--- config.mk ---
export PLATFORM = sky130hd
export DESIGN_NAME = ps2_key_tracker
export DESIGN_NICKNAME = d
export VERILOG_FILES = /design/src/rtl/ps2_pkg.sv /design/src/rtl/ps2_key_lookup.sv /design/src/rtl/ps2_key_tracker.sv
export SDC_FILE = /design/constraint.sdc
export NUM_CORES = 1
export LEC_CHECK = 0
export ABC_AREA = 1
export CAP_MARGIN = 10
export CORE_ASPECT_RATIO = 0.9
export CORE_UTILIZATION = 25
export DETAILED_ROUTE_END_ITERATION = 7
export GPL_TIMING_DRIVEN = 1
export PLACE_DENSITY = 0.5
export SLEW_MARGIN = 25
export SYNTH_ARGS = -nofsm -noshare
export SYNTH_HDL_FRONTEND = slang
export SYNTH_SLANG_ARGS = --single-unit
--- constraint.sdc ---
create_clock -name clk -period 2.2 [get_ports clk]
set_clock_uncertainty 0.2 [all_clocks]
set_input_delay 0.44 -clock clk [delete_from_list [all_inputs] [get_ports clk]]
set_output_delay 0.44 -clock clk [all_outputs]
set_load 0.02 [all_outputs]
--- src/rtl/ps2_pkg.sv ---
// Shared types and scan-code constants for the PS/2 Set-2 key tracker.
// Includes small byte-classification helpers used by the prefix FSM.
package ps2_pkg;

  typedef enum logic [1:0] {
    ST_IDLE    = 2'd0,
    ST_EXT     = 2'd1,
    ST_BRK     = 2'd2,
    ST_EXT_BRK = 2'd3
  } ps2_state_e;

  localparam logic [7:0] PFX_EXT = 8'hE0;
  localparam logic [7:0] PFX_BRK = 8'hF0;
  localparam logic [7:0] BAT     = 8'hAA;
  localparam logic [7:0] ACK     = 8'hFA;
  localparam logic [7:0] RESEND  = 8'hFE;
  localparam logic [7:0] OVR0    = 8'h00;
  localparam logic [7:0] OVR1    = 8'hFF;

  function automatic logic is_overrun(input logic [7:0] b);
    return (b == OVR0) || (b == OVR1);
  endfunction

  // Keyboard housekeeping bytes that must not disturb a partial prefix.
  function automatic logic is_ignored(input logic [7:0] b);
    return (b == BAT) || (b == ACK) || (b == RESEND);
  endfunction

endpackage

--- src/rtl/ps2_key_lookup.sv ---
// Combinational priority match of (scan code, extended flag) to a key index.
// The lowest matching index wins when several table entries collide.
module ps2_key_lookup #(
  parameter int                        NUM_KEYS  = 8,
  parameter logic [NUM_KEYS*8-1:0]     KEY_CODES = {8'h04, 8'h06, 8'h05, 8'h2D,
                                                    8'h23, 8'h1B, 8'h1C, 8'h1D},
  parameter logic [NUM_KEYS-1:0]       KEY_EXT   = {NUM_KEYS{1'b0}}
) (
  input  logic [7:0]                    code_i,
  input  logic                          ext_i,
  output logic                          hit_o,
  output logic [$clog2(NUM_KEYS)-1:0]   idx_o
);
  import ps2_pkg::*;

  localparam int IW = $clog2(NUM_KEYS);

  logic [NUM_KEYS-1:0] match_s;

  for (genvar g = 0; g < NUM_KEYS; g++) begin : g_match
    assign match_s[g] = (KEY_CODES[8*g +: 8] == code_i) && (KEY_EXT[g] == ext_i);
  end

  // Scan from the top down so the lowest matching index is the last one kept.
  always_comb begin
    idx_o = {IW{1'b0}};
    for (int i = NUM_KEYS - 1; i >= 0; i--) begin
      idx_o = match_s[i] ? IW'(i) : idx_o;
    end
    hit_o = |match_s;
  end

endmodule

--- src/rtl/ps2_key_tracker.sv ---
// PS/2 Set-2 key tracker: E0/F0 prefix FSM, per-key held levels, a one-entry
// press/release event register with valid/ready, and a prefix timeout.
module ps2_key_tracker #(
  parameter int                        NUM_KEYS       = 8,
  parameter logic [NUM_KEYS*8-1:0]     KEY_CODES      = {8'h04, 8'h06, 8'h05, 8'h2D,
                                                         8'h23, 8'h1B, 8'h1C, 8'h1D},
  parameter logic [NUM_KEYS-1:0]       KEY_EXT        = {NUM_KEYS{1'b0}},
  parameter int                        PREFIX_TIMEOUT = 100000
) (
  input  logic                          clk,
  input  logic                          reset_n,
  input  logic                          rx_done,
  input  logic [7:0]                    rx_data,
  output logic [NUM_KEYS-1:0]           key_state,
  output logic                          event_valid,
  input  logic                          event_ready,
  output logic [$clog2(NUM_KEYS)-1:0]   event_key,
  output logic                          event_press,
  output logic                          overflow,
  output logic                          timeout_err
);
  import ps2_pkg::*;

  localparam int             IW      = $clog2(NUM_KEYS);
  localparam int             CW      = $clog2(PREFIX_TIMEOUT + 1);
  localparam logic [CW-1:0]  TO_LAST = CW'(PREFIX_TIMEOUT - 1);

  ps2_state_e            state_q, state_d;
  logic [CW-1:0]         cnt_q, cnt_d;
  logic [NUM_KEYS-1:0]   key_state_q, key_state_d;
  logic                  ev_valid_q, ev_valid_d;
  logic [IW-1:0]         ev_key_q, ev_key_d;
  logic                  ev_press_q, ev_press_d;
  logic                  overflow_q, overflow_d;
  logic                  timeout_q, timeout_d;

  logic                  make_s, brk_s, clr_s, ext_s;
  logic                  hit_s;
  logic [IW-1:0]         idx_s;
  logic                  ev_fire_s, ev_press_s, accept_s;

  assign ext_s    = (state_q == ST_EXT) || (state_q == ST_EXT_BRK);
  assign accept_s = ev_valid_q && event_ready;

  ps2_key_lookup #(
    .NUM_KEYS  (NUM_KEYS),
    .KEY_CODES (KEY_CODES),
    .KEY_EXT   (KEY_EXT)
  ) u_lookup (
    .code_i (rx_data),
    .ext_i  (ext_s),
    .hit_o  (hit_s),
    .idx_o  (idx_s)
  );

  // Prefix FSM and timeout counter; a byte arriving on the timeout cycle wins.
  always_comb begin
    state_d   = state_q;
    cnt_d     = cnt_q;
    timeout_d = 1'b0;
    make_s    = 1'b0;
    brk_s     = 1'b0;
    clr_s     = 1'b0;
    if (rx_done) begin
      cnt_d = {CW{1'b0}};
      if (is_overrun(rx_data)) begin
        clr_s   = 1'b1;
        state_d = ST_IDLE;
      end else if (is_ignored(rx_data)) begin
        state_d = state_q;
      end else begin
        case (state_q)
          ST_IDLE: begin
            if (rx_data == PFX_EXT) begin
              state_d = ST_EXT;
            end else if (rx_data == PFX_BRK) begin
              state_d = ST_BRK;
            end else begin
              make_s = 1'b1;
            end
          end
          ST_EXT: begin
            if (rx_data == PFX_BRK) begin
              state_d = ST_EXT_BRK;
            end else if (rx_data == PFX_EXT) begin
              state_d = ST_EXT;
            end else begin
              make_s  = 1'b1;
              state_d = ST_IDLE;
            end
          end
          ST_BRK, ST_EXT_BRK: begin
            brk_s   = 1'b1;
            state_d = ST_IDLE;
          end
          default: state_d = ST_IDLE;
        endcase
      end
    end else if (state_q != ST_IDLE) begin
      if (cnt_q == TO_LAST) begin
        state_d   = ST_IDLE;
        cnt_d     = {CW{1'b0}};
        timeout_d = 1'b1;
      end else begin
        cnt_d = cnt_q + CW'(1);
      end
    end else begin
      cnt_d = {CW{1'b0}};
    end
  end

  // Key levels: typematic makes and breaks of released keys fall through silently.
  always_comb begin
    key_state_d = key_state_q;
    ev_fire_s   = 1'b0;
    ev_press_s  = 1'b0;
    if (clr_s) begin
      key_state_d = {NUM_KEYS{1'b0}};
    end else if (make_s && hit_s && !key_state_q[idx_s]) begin
      key_state_d[idx_s] = 1'b1;
      ev_fire_s          = 1'b1;
      ev_press_s         = 1'b1;
    end else if (brk_s && hit_s && key_state_q[idx_s]) begin
      key_state_d[idx_s] = 1'b0;
      ev_fire_s          = 1'b1;
      ev_press_s         = 1'b0;
    end else begin
      ev_fire_s = 1'b0;
    end
  end

  // One-entry event register; a new event may reuse the slot being accepted.
  always_comb begin
    ev_valid_d = accept_s ? 1'b0 : ev_valid_q;
    ev_key_d   = ev_key_q;
    ev_press_d = ev_press_q;
    overflow_d = overflow_q;
    if (ev_fire_s && (!ev_valid_q || accept_s)) begin
      ev_valid_d = 1'b1;
      ev_key_d   = idx_s;
      ev_press_d = ev_press_s;
    end else if (ev_fire_s) begin
      overflow_d = 1'b1;
    end else begin
      overflow_d = overflow_q;
    end
  end

  // State register for all tracker state.
  always_ff @(posedge clk or negedge reset_n) begin
    if (!reset_n) begin
      state_q     <= ST_IDLE;
      cnt_q       <= {CW{1'b0}};
      key_state_q <= {NUM_KEYS{1'b0}};
      ev_valid_q  <= 1'b0;
      ev_key_q    <= {IW{1'b0}};
      ev_press_q  <= 1'b0;
      overflow_q  <= 1'b0;
      timeout_q   <= 1'b0;
    end else begin
      state_q     <= state_d;
      cnt_q       <= cnt_d;
      key_state_q <= key_state_d;
      ev_valid_q  <= ev_valid_d;
      ev_key_q    <= ev_key_d;
      ev_press_q  <= ev_press_d;
      overflow_q  <= overflow_d;
      timeout_q   <= timeout_d;
    end
  end

  assign key_state   = key_state_q;
  assign event_valid = ev_valid_q;
  assign event_key   = ev_key_q;
  assign event_press = ev_press_q;
  assign overflow    = overflow_q;
  assign timeout_err = timeout_q;

endmodule

==> flow_summary.json <==
{
  "gr-total-overflow": 0,
  "yosysUniqueCellTypes": 33,
  "cts-buffers-inserted": 5,
  "synth_most_common_cell": "nand2_1",
  "worst_skew_pair.late_latency_ns": 0.28,
  "place_area_um2": 2800,
  "yosysWarnings": 0,
  "fin_util_pct": 38.7,
  "async_reset_ff_share_pct": 100,
  "fp.dieH_um": 89.0,
  "yosys.area_share.xor_xnor_pct": 1.25,
  "maxSlewHeadroom_pct": 70.0,
  "path_max_fanout": 3,
  "cap_viol_max_count": 0,
  "start_util_pct": 26.0,
  "synth_flop_cell": "dfrtp_1",
  "hp-class": "flip-flop to flip-flop",
  "antenna_found_initial": 0,
  "routabilityCongestion": 0.810,
  "critical_path_buf_inv_count": 1,
  "drc_errors": 0,
  "crit_chain": "ha_4, nand3_4, nor4_4, nand2_1, nor2_2, nand2_1, nor2_2, inv_1, nor2_2, a21oi_1, nor3b_1",
  "synth_seq_cells": 34,
  "finalCritPeriodShare_pct": 96.7,
  "synth_simple_gate_area_share_pct": 40.0,
  "synth_area_um2": 2100,
  "yosysTopAreaCell": "dfrtp_1",
  "synth_commonest_cells": "nand2_1, nor2_1, inv_1, dfrtp_1, nand3_1",
  "synthToLayoutAreaGrowth_pct": 49.2,
  "h-tree-depth": 2,
  "required_ns": 2.20,
  "cp-end-kind": "flip-flop",
  "clk_pin_slew_ns": 0.07,
  "dr.first_iter.drc_count": 59,
  "die_w_um": 98.7,
  "drt-pass1-iter-count": 4,
  "grt_usage_pct": 13.4,
  "start_kind": "flip-flop",
  "cts_sinks": 34,
  "syn_nets": 308,
  "dp_hpwl_um": 4310,
  "clockRootBuffer": "clkbuf_8",
  "ir_worst_vdd_uv": 258,
  "leakage_nw": 1.56,
  "num-fill-cells": 843,
  "status": "finished clean",
  "nNetsFinal": 395,
  "ff_latch_area_um2": 852,
  "io_buffers": 26,
  "synth.area.mux_share_pct": 0,
  "finalCriticalPeriod_ns": 2.13,
  "cp_common_cell": "nor2_2",
  "max_stage_delay_ns": 0.40,
  "rsz0062_at_grt": "true",
  "yosys-top-cells-area": "dfrtp_1, nand2_1, nor2_1",
  "seq_area_frac_synth_pct": 40.4,
  "cts_tree": "done",
  "tightest_slew_ns": 0.450,
  "synth_top_family_by_area": "simple AND/OR/NAND/NOR gates",
  "synth_edf_count": 0,
  "worstSetupPathType": "flip-flop to flip-flop",
  "drv_slew": 0,
  "timing.hold.ws_ns": 0.257,
  "cp_top_family": "simple AND/OR/NAND/NOR gates",
  "wl_per_cell_um": 12.0,
  "grt_pass1_vias": 2115,
  "grt_max_degree": 35,
  "multiInputGateArea_um2": 1240,
  "rows": 31,
  "synthCells": 295,
  "ant_nets": 0,
  "synth.avg_cell_area_um2": 7.13,
  "crit_arrival_ns": 2.12,
  "grt_pass1_wl_um": 9450,
  "cts_buffer_depth": 2,
  "vias": 2199,
  "synth_top_area_share_pct": 40.4,
  "ioPinCount": 27,
  "core-area_um2": 8110,
  "drive_above_1_share_pct": 32.6,
  "synth_compound_area_share_pct": 8.26,
  "setup_violations": 0,
  "cellPowerDensity_nw_per_um2": 456,
  "diodes": 0,
  "postCtsHoldBufs": 0,
  "hold_viol": 0,
  "viasPerCell": 4.56,
  "cp_slowest_cell": "dfrtp_1",
  "drt_wl_total_um": 5790,
  "fp.dieArea_um2": 8790,
  "fmax_ghz": 0.470,
  "synth_fa_ha_area_share_pct": 0.595,
  "stdcell_area_um2": 3140
}
registers in the layout (all words and copies together) (netlist names):
name         count
timeout_err      1
event_key        3
cnt_q           17
key_state        8
state_q          2
event_press      1
overflow         1
event_valid      1
cell type report:
type / count / share of cell area, %
well taps: 99 / 3.94
multi-input cells: 211 / 39.6
clock inverters: 1 / 0.159
clock buffers: 7 / 2.75
inverters: 47 / 5.62
repair buffers: 83 / 20.8
flip-flops and latches: 34 / 27.1
path summary, 6_finish.rpt:
path	start	cells after the start	to	slack [ns]
min	overflow	1	overflow	0.26
min in group asynchronous	reset_n	2	cnt_q[2]	0.37
max reg2reg	cnt_q[0]	11	cnt_q[14]	0.07
min reg2reg	overflow	1	overflow	0.26
max	cnt_q[0]	11	cnt_q[14]	0.07
max in group asynchronous	reset_n	2	state_q[0]	1.10
layout by cell type, fill, tap and decap left out, types with 5 or more instances in the layout:
cell,count
inv_1,37
nand3_2,8
nand2_1,61
o211ai_1,5
nor3b_1,5
buf_4,56
nor2_1,30
dfrtp_1,33
a21oi_1,8
nor3_1,8
inv_2,10
nand4_1,9
nor2_4,8
nand3_1,19
clkbuf_8,6
clkdlybuf4s50_1,18
clkbuf_2,8
o21ai_1,5
nor2_2,10
metal layers:
layer	routed length, µm	share of wire (%)	global-route usage, %	up-vias
met5	0	0	0	-
met4	26	0.45	1.63	0
met3	216	3.7	2.74	4
met2	2820	49	24.6	46
met1	2730	47	17.0	1016
li1	-	-	-	1133
kinds of logic after synthesis:
| logic type | count (synthesis) |
|---|---|
| and+or+nand+nor | 178 |
| AOI/OAI and AO/OA | 29 |
| xor gates and xnor gates | 3 |
| DFF | 34 |
| adders and majority gates | 1 |
| buffers and inverters | 50 |
stage by stage:
stage	setup TNS, ns	setup slack [ns]	total power, mW	cells
after floorplan	0	0.119	0.801	295
after global placement	-7.82	-0.554	0.929	461
after detailed placement	-7.71	-0.552	0.929	461
after CTS	0	0.0184	1.42	471
after global routing	-0.260	-0.131	1.50	482
final	0	0.0729	1.43	482
repair_timing:
action | CTS | global route
endpoints found under the setup margin | 14 | 17
gates resized for setup | 26 | 43
pin swaps | 10 | 24
hold endpoints to repair | 0 | 0
setup buffers | 2 | 11
where the power goes:
part	internal, mW	switching (mW)	leakage, nW
Clock	0.253	0.226	0.0482
Sequential	0.644	0.0216	0.471
Combinational	0.125	0.161	1.04
Total	1.02	0.409	1.56
(Power assumes the default switching activity.)
